**config.mk**
```make
export PLATFORM = sky130hd
export DESIGN_NAME = bit_serializer_flat
export DESIGN_NICKNAME = d
export VERILOG_FILES = /design/src/rtl/detector_pkg.sv /design/src/rtl/bit_serializer_if.sv /design/src/rtl/bit_serializer.sv /design/src/flat_wrapper.sv
export SDC_FILE = /design/constraint.sdc
export NUM_CORES = 1
export LEC_CHECK = 0
export ABC_AREA = 1
export CAP_MARGIN = 20
export CORE_AREA = 2 2 42 44
export CTS_CLUSTER_SIZE = 25
export DETAILED_ROUTE_END_ITERATION = 12
export DIE_AREA = 0 0 44 46
export PLACE_DENSITY = 0.73
export SYNTH_ARGS = -nofsm -noshare
export SYNTH_HDL_FRONTEND = slang
export SYNTH_SLANG_ARGS = --single-unit
```
**constraint.sdc**
```tcl
create_clock -name clk -period 1.6 [get_ports clk]
set_input_delay 0.16 -clock clk [delete_from_list [all_inputs] [get_ports clk]]
set_output_delay 0.16 -clock clk [all_outputs]
set_load 0.01 [all_outputs]
```
**src/rtl/detector_pkg.sv**
```systemverilog
// Constants shared by the bit serializer and the downstream 1100 sequence detector.
package detector_pkg;

    typedef logic ser_state_t;

    localparam ser_state_t SER_IDLE  = 1'b0;
    localparam ser_state_t SER_SHIFT = 1'b1;

    localparam int DEFAULT_WIDTH = 8;

    // Pattern recognised by the detector fed from ser_out.
    localparam logic [3:0] DET_PATTERN = 4'b1100;

endpackage

```
**src/rtl/bit_serializer_if.sv**
```systemverilog
// Parallel word input and serial bit output of the bit serializer.
interface bit_serializer_if #(
    parameter int WIDTH = detector_pkg::DEFAULT_WIDTH
);

    // Handshake: a word moves when din_valid && din_ready at a posedge; the
    // source holds din/din_valid stable until then, and din_ready never
    // depends on din_valid.
    logic [WIDTH-1:0] din;
    logic             din_valid;
    logic             din_ready;
    logic             ser_out;
    logic             ser_valid;
    logic             frame_done;
    logic             busy;

    modport master (
        output din, din_valid,
        input  din_ready, ser_out, ser_valid, frame_done, busy
    );

    modport slave (
        input  din, din_valid,
        output din_ready, ser_out, ser_valid, frame_done, busy
    );

endinterface

```
**src/rtl/bit_serializer.sv**
```systemverilog
// Parallel-in, serial-out stage: one WIDTH-bit word per WIDTH clocks, gapless
// back-to-back when the next word is offered on the last-bit cycle.
module bit_serializer
    import detector_pkg::*;
#(
    parameter int WIDTH     = DEFAULT_WIDTH,
    parameter bit MSB_FIRST = 1'b1,
    parameter bit IDLE_BIT  = 1'b0
) (
    input logic             clk,
    input logic             reset,
    bit_serializer_if.slave bus
);

    localparam int               CNT_W    = $clog2(WIDTH);
    localparam logic [CNT_W-1:0] LAST_CNT = CNT_W'(WIDTH - 1);

    ser_state_t       state, state_next;
    logic [WIDTH-1:0] shreg, shreg_next;
    logic [CNT_W-1:0] bit_cnt, bit_cnt_next;
    logic             ser_out_q, ser_out_next;
    logic             ser_valid_q, ser_valid_next;
    logic             last_bit;
    logic             ready;
    logic             accept;

    // The head of the shift register is always the bit currently on ser_out.
    function automatic logic head_of(input logic [WIDTH-1:0] w);
        return MSB_FIRST ? w[WIDTH-1] : w[0];
    endfunction

    function automatic logic [WIDTH-1:0] shift_once(input logic [WIDTH-1:0] w);
        return MSB_FIRST ? {w[WIDTH-2:0], 1'b0} : {1'b0, w[WIDTH-1:1]};
    endfunction

    always_ff @(posedge clk or posedge reset) begin
        if (reset) begin
            state     <= SER_IDLE;
            shreg     <= '0;
            bit_cnt   <= '0;
            ser_out_q <= IDLE_BIT;
            ser_valid_q <= 1'b0;
        end else begin
            state     <= state_next;
            shreg     <= shreg_next;
            bit_cnt   <= bit_cnt_next;
            ser_out_q <= ser_out_next;
            ser_valid_q <= ser_valid_next;
        end
    end

    always_comb begin
        state_next     = state;
        shreg_next     = shreg;
        bit_cnt_next   = bit_cnt;
        ser_out_next   = ser_out_q;
        ser_valid_next = ser_valid_q;
        if (accept) begin
            // Accept only happens in IDLE or on the last bit, so a reload
            // covers both the first word and the gapless follow-on word.
            state_next     = SER_SHIFT;
            shreg_next     = bus.din;
            bit_cnt_next   = '0;
            ser_out_next   = head_of(bus.din);
            ser_valid_next = 1'b1;
        end else if (state == SER_SHIFT) begin
            if (!last_bit) begin
                shreg_next   = shift_once(shreg);
                bit_cnt_next = bit_cnt + CNT_W'(1);
                ser_out_next = head_of(shift_once(shreg));
            end else begin
                state_next     = SER_IDLE;
                shreg_next     = '0;
                bit_cnt_next   = '0;
                ser_out_next   = IDLE_BIT;
                ser_valid_next = 1'b0;
            end
        end
    end

    always_comb begin
        last_bit       = (state == SER_SHIFT) && (bit_cnt == LAST_CNT);
        ready          = (state == SER_IDLE) || last_bit;
        accept         = bus.din_valid && ready;
        bus.din_ready  = ready;
        bus.frame_done = last_bit;
        bus.busy       = (state == SER_SHIFT);
        bus.ser_out    = ser_out_q;
        bus.ser_valid  = ser_valid_q;
    end

endmodule

```
**src/flat_wrapper.sv**
```systemverilog
// flat-port wrapper written by rule: the top's interface ports become plain ports
module bit_serializer_flat import detector_pkg::*;
#(
    parameter int WIDTH     = DEFAULT_WIDTH,
    parameter bit MSB_FIRST = 1'b1,
    parameter bit IDLE_BIT  = 1'b0
)
  (clk, reset, bus_din, bus_din_valid, bus_din_ready, bus_ser_out, bus_ser_valid, bus_frame_done, bus_busy);
  bit_serializer_if #(.WIDTH(WIDTH)) bus_i ();
  input logic clk;
  input logic reset;
  input wire logic [$bits(bus_i.din)-1:0] bus_din;
  input wire logic [$bits(bus_i.din_valid)-1:0] bus_din_valid;
  output wire logic [$bits(bus_i.din_ready)-1:0] bus_din_ready;
  output wire logic [$bits(bus_i.ser_out)-1:0] bus_ser_out;
  output wire logic [$bits(bus_i.ser_valid)-1:0] bus_ser_valid;
  output wire logic [$bits(bus_i.frame_done)-1:0] bus_frame_done;
  output wire logic [$bits(bus_i.busy)-1:0] bus_busy;
  assign bus_i.din = bus_din;
  assign bus_i.din_valid = bus_din_valid;
  assign bus_din_ready = bus_i.din_ready;
  assign bus_ser_out = bus_i.ser_out;
  assign bus_ser_valid = bus_i.ser_valid;
  assign bus_frame_done = bus_i.frame_done;
  assign bus_busy = bus_i.busy;
  bit_serializer #(.WIDTH(WIDTH), .MSB_FIRST(MSB_FIRST), .IDLE_BIT(IDLE_BIT)) u_core (.clk(clk), .reset(reset), .bus(bus_i));
endmodule
```
== Word level (Yosys, flattened, before mapping) ==
Index checks and enable logic that the tools add are counted.

* Register bits after elaboration: 13
* Latch bits: 0
* Bits in writable memories: 0
* Memory bits (read-only): 0
* Input port bits: 11
* Output and inout port bits: 5
* Logic and storage cells: 29
* Memories: 0

* Add/subtract/negate cells: 1
* Multiply operators: 0
* Divide/modulo/power cells: 0
* Order comparisons: 0
* Equal/unequal tests: 1
* Shift-type cells: 0
* Multiplexer cells: 15
* Bitwise gates (word level): 1
* Reductions and logical operators: 6

{| class="wikitable"
|+ Operators with widths
! kind !! count
|-
| two-way mux 7 bit || 3
|-
| two-way mux 1 bit || 9
|-
| two-way mux 3 bit || 3
|-
| nonzero test 2 bit || 2
|-
| adder 3 x 1 -> 3 bit (second input constant) || 1
|-
| == test 3 bit (second input constant) || 1
|-
| logical AND 1 bit || 2
|-
| AND reduction 2 bit || 1
|-
| logical OR 1 bit || 1
|-
| inverter 1 bit || 1
|}

== Longest topological paths before layout ==
Gate-level depths: netlist of the first run.

* Depth after elaboration: 6
* Mapped depth: 7
* Depth with buffers taken out: 7

== Worst setup path before layout of the first run ==
OpenSTA, ideal clock, no wires.

* Path type: register to register
* Start point: register u_core.bit_cnt[0]
* End point: register u_core.ser_out_q, in the netlist u_core.bus.ser_out
* Setup time: 120 ps
* Data arrival time: 1200 ps
* Data required time: 1480 ps
* Path slack: 280 ps
* Stages on the path, launching flop included: 8
* Buffers on the path: 1
* Clock period less this slack: 1320 ps
* Cells stage by stage: dfrtp_1 > ha_1 > ha_1 > inv_2 > nand2_2 > buf_6 > nand3_1 > a21oi_2

* Cells in the longest elaborated chain, start to end: 5
* Elaborated cells between the ends (all ways): 8
* Those cells by class: 1 x eq/ne; 3 x mux; 4 x reduce/logical

{| class="wikitable"
|+ Ends and longest elaborated chain
! element !! line !! source
|-
| start, declared || bit_serializer.sv:20 || <nowiki>logic [CNT_W-1:0] bit_cnt, bit_cnt_next;</nowiki>
|-
| start signal, assigned || bit_serializer.sv:46 || <nowiki>bit_cnt <= bit_cnt_next;</nowiki>
|-
| == test 3 bit * || bit_serializer.sv:82 || <nowiki>last_bit = (state == SER_SHIFT) && (bit_cnt == LAST_CNT);</nowiki>
|-
| logical AND 1 bit * || bit_serializer.sv:82 ||
|-
| logical OR 1 bit * || bit_serializer.sv:83 || <nowiki>ready = (state == SER_IDLE) || last_bit;</nowiki>
|-
| named net bus_din_ready || flat_wrapper.sv:14 || <nowiki>output wire logic [$bits(bus_i.din_ready)-1:0] bus_din_ready;</nowiki>
|-
| logical AND 1 bit * || bit_serializer.sv:84 || <nowiki>accept = bus.din_valid && ready;</nowiki>
|-
| two-way mux 1 bit / nonzero test 2 bit (equally long branches) || n/a ||
|-
| end signal, assigned || bit_serializer.sv:47 || <nowiki>ser_out_q <= ser_out_next;</nowiki>
|-
| end, declared || bit_serializer.sv:21 || <nowiki>logic ser_out_q, ser_out_next;</nowiki>
|}

Mark *: on every way through the listed nets, which the timed path passes. The rest lies on a longest branch. The select of a mux whose other input is x is not followed.
A chain may end at the register's enable or synchronous reset.

== Worst setup path in the final report of the first run ==
* Start point: register u_core.state, in the netlist u_core.bus.busy
* End point: output bus_busy

{| class="wikitable"
|+ RTL lines
! element !! line !! source
|-
| start, declared || bit_serializer.sv:18 || <nowiki>ser_state_t state, state_next;</nowiki>
|-
| start signal, assigned || bit_serializer.sv:44 || <nowiki>state <= state_next;</nowiki>
|-
| end, declared || flat_wrapper.sv:18 || <nowiki>output wire logic [$bits(bus_i.busy)-1:0] bus_busy;</nowiki>
|}

No word-level cell between the ends.

==> results of run 1 <==
## power by group
part | total, mW | internal (mW) | switching, mW
clock | 0.211 | 0.0967 | 0.115
combinational | 0.641 | 0.308 | 0.333
sequential | 0.541 | 0.462 | 0.0791
total | 1.39 | 0.867 | 0.527
## metrics by stage
step	power, mW	hold WS [ns]	cells	cell area, um^2	setup slack [ns]
3_5_place_dp	1.19	0.475	116	862	0.0743
2_1_floorplan	0.995	0.0370	84	706	0.280
5_1_grt	1.51	0.256	121	888	0.0182
4_1_cts	1.41	0.215	121	897	0.00626
3_3_place_gp	1.17	0.469	116	862	0.0828
6_report	1.39	0.200	121	888	0.0803
## cell type report
type                    instances  area, um^2  area share
clock buffers                   4        26.3      0.0296
inverters                      12        52.6      0.0592
multi-input cells              55         285       0.321
flip-flops and latches         13         325       0.366
well taps                      17        21.3      0.0239
repair buffers                 20         178       0.200
## sequential cells by signal, indices dropped and copies added, names as in the netlist
| name | count |
|---|---|
| u_core.shreg | 7 |
| u_core.bit_cnt | 3 |
| u_core.bus.busy | 1 |
| u_core.bus.ser_out | 1 |
| u_core.bus.ser_valid | 1 |
## worst paths after layout
kind	endpoint	slack (ns)	cells past startpoint
worst max register to register	u_core.bit_cnt[1]	0.26	8
worst max-delay path	bus_busy	0.08	1
min in group clk	u_core.shreg[2]	0.44	3
max in group asynchronous	u_core.shreg[0]	1.05	2
worst min-delay path	u_core.shreg[6]	0.20	2
worst min register to register	u_core.bus.ser_valid	0.49	2
## layout by cell type, fill, tap and decap left out
cell type / instances
a21oi_1: 5
a21oi_2: 2
buf_4: 5
clkbuf_1: 1
clkbuf_2: 2
clkbuf_4: 3
clkdlybuf4s50_1: 13
dfrtp_1: 13
ha_1: 1
ha_2: 1
inv_1: 8
inv_2: 3
inv_8: 1
nand2_1: 13
nand2_2: 3
nand2_4: 1
nand3_1: 21
nor2_1: 7
o21ai_0: 1
## cells in the mapped netlist
master and count:
inv_2 3, nand2_2 3, nand2_4 1, dfrtp_1 13, a21oi_2 2, nand3_1 21
inv_1 8, a21oi_1 5, o21ai_0 1, ha_1 2, buf_6 4, nand2_1 13
inv_8 1, nor2_1 7
## per-layer routing
metal | up-vias | share of wire | global-route usage
li1 | 310 | - | -
met5 | - | 0 | 0
met3 | 2 | 0.062 | 0.0357
met1 | 281 | 0.46 | 0.181
met4 | 0 | 0.0090 | 0.0727
met2 | 24 | 0.47 | 0.226
## logic make-up after synthesis
family	share of synthesized area
flip-flops	0.461
AND/OR/NAND/NOR	0.298
adder cells (fa/ha/maj)	0.0355
AO/OA/AOI/OAI	0.0674
buffers and inverters	0.138
## repair_timing
action / CTS / global route
endpoints found under the setup margin: 2 / 2
setup buffers: 1 / 0
resized for setup: 4 / 3
==> metrics.txt, run 1 <==
vias in the first global route=490; post-synth top area cell=dfrtp_1; first-pass GRT wire length=about 2.1 mm; Max FO, Critical Path=8; final hold vios=0; Seq cells post-synth=13; core area=~1600 um^2; Leak=0.469 nW; NumNets Final=118; Pwr Density=1570 nW/um^2; worst path bufs/invs=1; worst skew pair latency=0.28 ns; CP startpoint=u_core.bus.busy; Slew @ Worst Pin=0.514 ns; CTS Buffer Depth=2; CP max-delay cell=clkdlybuf4s50_1; Hold WC Path Type=input port to async pin; CP delay by family, top=buffers and inverters; Worst-path clk slew=0.09 ns; die height=46 um; Final HPWL DP=932 um; critical path launch point type=flop; die area=2020 um^2; Post-Route Utilization=0.550; FP Rows=15; pins over their slew limit=0; # clock sinks=13; Syn Area/Cell=8.40 um^2; Initial Util=0.437; post-DR wirelength/cell=between 10 and 15 um; Tot GR Track Use=0.143; reg2reg start=u_core.bit_cnt[0]; critical path class=flop to primary output; post-synth top area share=0.461; largest net degree at the start of global routing=16; Synth Cell Area=about 710 um^2; Port Buffers=15; vias per inst=5.10; synth top area cells=dfrtp_1, nand3_1, nand2_1, buf_6, inv_1; crit path time final=1.52 ns; Seq/Total Area, Yosys=0.461; DRC viols=0; Num CTS Buffers=3; Area Growth Syn to Fin=25.9%; unrepaired setup endpoints after global routing=false; die width=~44 um; CTS tree=built; CP required=1.44 ns; final wirelength=around 1.3 mm; drt pass-1 iters=6; GP Congestion=0.734; vias=between 600 and 700; peak supply drop=roughly 0.72 mV; max cap viols=0; initial drt markers=23; Yosys warning total=0; Worst path max stage delay=0.59 ns; critical path cell sequence=clkdlybuf4s50_1; Final ANT Viol Nets=0; final setup fails=0; period utilization=0.950; Post-Syn Instances=84; H-tree Lvls=1; Worst Setup End Kind=primary output; clock root buffer=clkbuf_4; Hold-fix buffers, CTS=0; Worst EP arrival=1.36 ns; Syn Nets=97; setup TNS=0 ns; Slew headroom=0.657; aggregate global routing overflow=0; Synth cell types=14; status=finished, final reports clean; io pins=16; Fmax=658 MHz; clock skew=0.00553 ns; layout cells sized above 1=0.202; # diodes=0; filler cell count=~140; number of antenna violations at the first check in global routing=0
Note: power is estimated with default switching activity, not from simulation.
==> inputs of run 2 (changes only) <==
--- a/config.mk
+++ b/config.mk
@@ -12,6 +12,7 @@
 export DETAILED_ROUTE_END_ITERATION = 12
 export DIE_AREA = 0 0 44 46
 export PLACE_DENSITY = 0.73
+export RECOVER_POWER = 25
 export SYNTH_ARGS = -nofsm -noshare
 export SYNTH_HDL_FRONTEND = slang
 export SYNTH_SLANG_ARGS = --single-unit
==> metrics.txt, run 2 (same netlist as run 1, synthesis figures left out) <==
status=finished, final reports clean (unchanged); # clock sinks=13 (unchanged); CTS tree=built (unchanged); # diodes=0 (unchanged); period utilization=0.950 (unchanged); critical path class=flop to primary output (unchanged); CTS Buffer Depth=2 (unchanged); core area=1610 um^2 (unchanged); worst path bufs/invs=1 (unchanged); final setup fails=0 (unchanged); peak supply drop=0.722 mV (about the same); die area=2020 um^2 (unchanged); most flop-heavy register=u_core.shreg (unchanged); io pins=16 (unchanged); aggregate global routing overflow=0 (unchanged); Worst Setup End Kind=primary output (unchanged); setup TNS=0 ns (unchanged); max cap viols=0 (unchanged); Port Buffers=15 (unchanged); Tot GR Track Use=0.143 (unchanged); pins over their slew limit=0 (unchanged); clock network power share=0.152 (about the same); Num CTS Buffers=3 (unchanged); Worst-path clk slew=0.09 ns (about the same); crit path time final=1.52 ns (unchanged); worst skew pair latency=0.28 ns (about the same); DRC viols=0 (unchanged); initial drt markers=23 (unchanged); vias=617 (unchanged); biggest regs=u_core.shreg (7), u_core.bit_cnt (3) (unchanged); die width=44 um (unchanged); Initial Util=0.437 (unchanged); Slew @ Worst Pin=0.513 ns (was 0.514 ns); clock root buffer=clkbuf_4 (unchanged); CP max-delay cell=clkdlybuf4s50_1 (unchanged); Worst Slack Setup Final=0.0803 ns (unchanged); Sw Share=0.378 (about the same); reg2reg setup slack=0.26 ns (about the same); largest net degree at the start of global routing=16 (unchanged); CP required=1.44 ns (about the same); vias in the first global route=490 (unchanged); Worst EP arrival=1.36 ns (about the same); placed cell count=116 (unchanged); most frequent cells in the layout=nand3_1, nand2_1, dfrtp_1, clkdlybuf4s50_1, inv_1 (was nand3_1, nand2_1, clkdlybuf4s50_1, dfrtp_1, inv_1); Worst path max stage delay=0.59 ns (about the same); critical path cell sequence=clkdlybuf4s50_1 (unchanged); die height=46 um (unchanged); CP delay by family, top=buffers and inverters (unchanged); Slew headroom=0.658 (was 0.657); unrepaired setup endpoints after global routing=false (unchanged); NumNets Final=118 (unchanged); H-tree Lvls=1 (unchanged); Final Non-Filler Cells=121 (unchanged); GP Congestion=0.734 (unchanged); clock skew=0.00553 ns (unchanged); critical path launch point type=flop (unchanged); number of antenna violations at the first check in global routing=0 (unchanged); Place WS=0.0743 ns (unchanged); vias per inst=5.10 (unchanged); final wirelength=1.34 mm (unchanged); Leak=0.469 nW (about the same); Final HPWL DP=932 um (unchanged); Hold WC Path Type=input port to async pin (unchanged); Fmax=658 MHz (unchanged); final hold vios=0 (unchanged); Combinational Power Share=0.460 (about the same); Flop pwr share=0.389 (was 0.388); FP Rows=15 (unchanged); most common cell after layout, fill and taps aside=nand3_1 (unchanged); first-pass GRT wire length=2.08 mm (unchanged); post-DR wirelength/cell=11.0 um (unchanged); max reg flops=7 (unchanged); cell-internal power=0.866 mW (was 0.867 mW); Final ANT Viol Nets=0 (unchanged); Post-Route Utilization=0.550 (unchanged); Area Growth Syn to Fin=25.9% (unchanged); Pwr Density=1570 nW/um^2 (about the same); Max FO, Critical Path=8 (unchanged); layout cells sized above 1=0.202 (unchanged); Psw=0.527 mW (unchanged); drt pass-1 iters=6 (unchanged)
-- run 2: worst paths after layout --
| check | end | startpoint | cells after the start |
|---|---|---|---|
| worst max-delay path | bus_busy | u_core.bus.busy | 1 |
| worst min-delay path | u_core.shreg[6] | reset | 2 |
| worst max register to register | u_core.bit_cnt[1] | u_core.bit_cnt[0] | 8 |
| worst min register to register | u_core.bus.ser_valid | u_core.bus.ser_valid | 2 |
| max in group asynchronous | u_core.shreg[0] | reset | 2 |
| min in group clk | u_core.shreg[2] | bus_din[2] | 3 |
-- run 2: what timing repair did --
item | in CTS | in global routing
endpoints found under the setup margin | 2 | 2
hold buffers | 0 | 0
gates resized for setup | 4 | 3
gates cloned | 0 | 0
setup buffers | 1 | 0
-- run 2: cell type report --
class                      instances  area (um^2)
tap                               17         21.3
clock buffer                       4         26.3
fill                             144          726
timing repair buffer              20          178
sequential                        13          325
multi-input combinational         55          285
inverter                          12         52.6
-- run 2: worst reg2reg max path, delay by kind of cell, from the launching register on --
kind,cells,cell delay (ns)
adders and majority gates,2,0.38
DFF,1,0.39
and+or+nand+nor,4,0.29
buffers and inverters,2,0.24
-- run 2: power groups by stage --
stage | clock network (mW) | logic [mW] | registers [mW]
global placement | 0 | 0.628 | 0.546
detailed placement | 0 | 0.639 | 0.552
global route | 0.231 | 0.716 | 0.560
CTS | 0.212 | 0.653 | 0.543
finish | 0.211 | 0.641 | 0.541
floorplan | 0 | 0.454 | 0.541
-- run 2: metal layers --
metal | wire [um] | GRT usage | vias to the layer above
met1 | 610 | 0.181 | 281
met5 | 0 | 0 | -
met4 | 12 | 0.0727 | 0
met2 | 629 | 0.226 | 24
li1 | - | - | 310
met3 | 82 | 0.0357 | 2
-- run 2: metrics by stage --
step	power (mW)	hold WS [ns]	instance area, um^2
after global routing	1.51	0.392	888
final	1.39	0.337	888
after global placement	1.17	0.469	862
after detailed placement	1.19	0.475	862
after floorplan	0.995	0.0370	706
after CTS	1.41	0.215	897
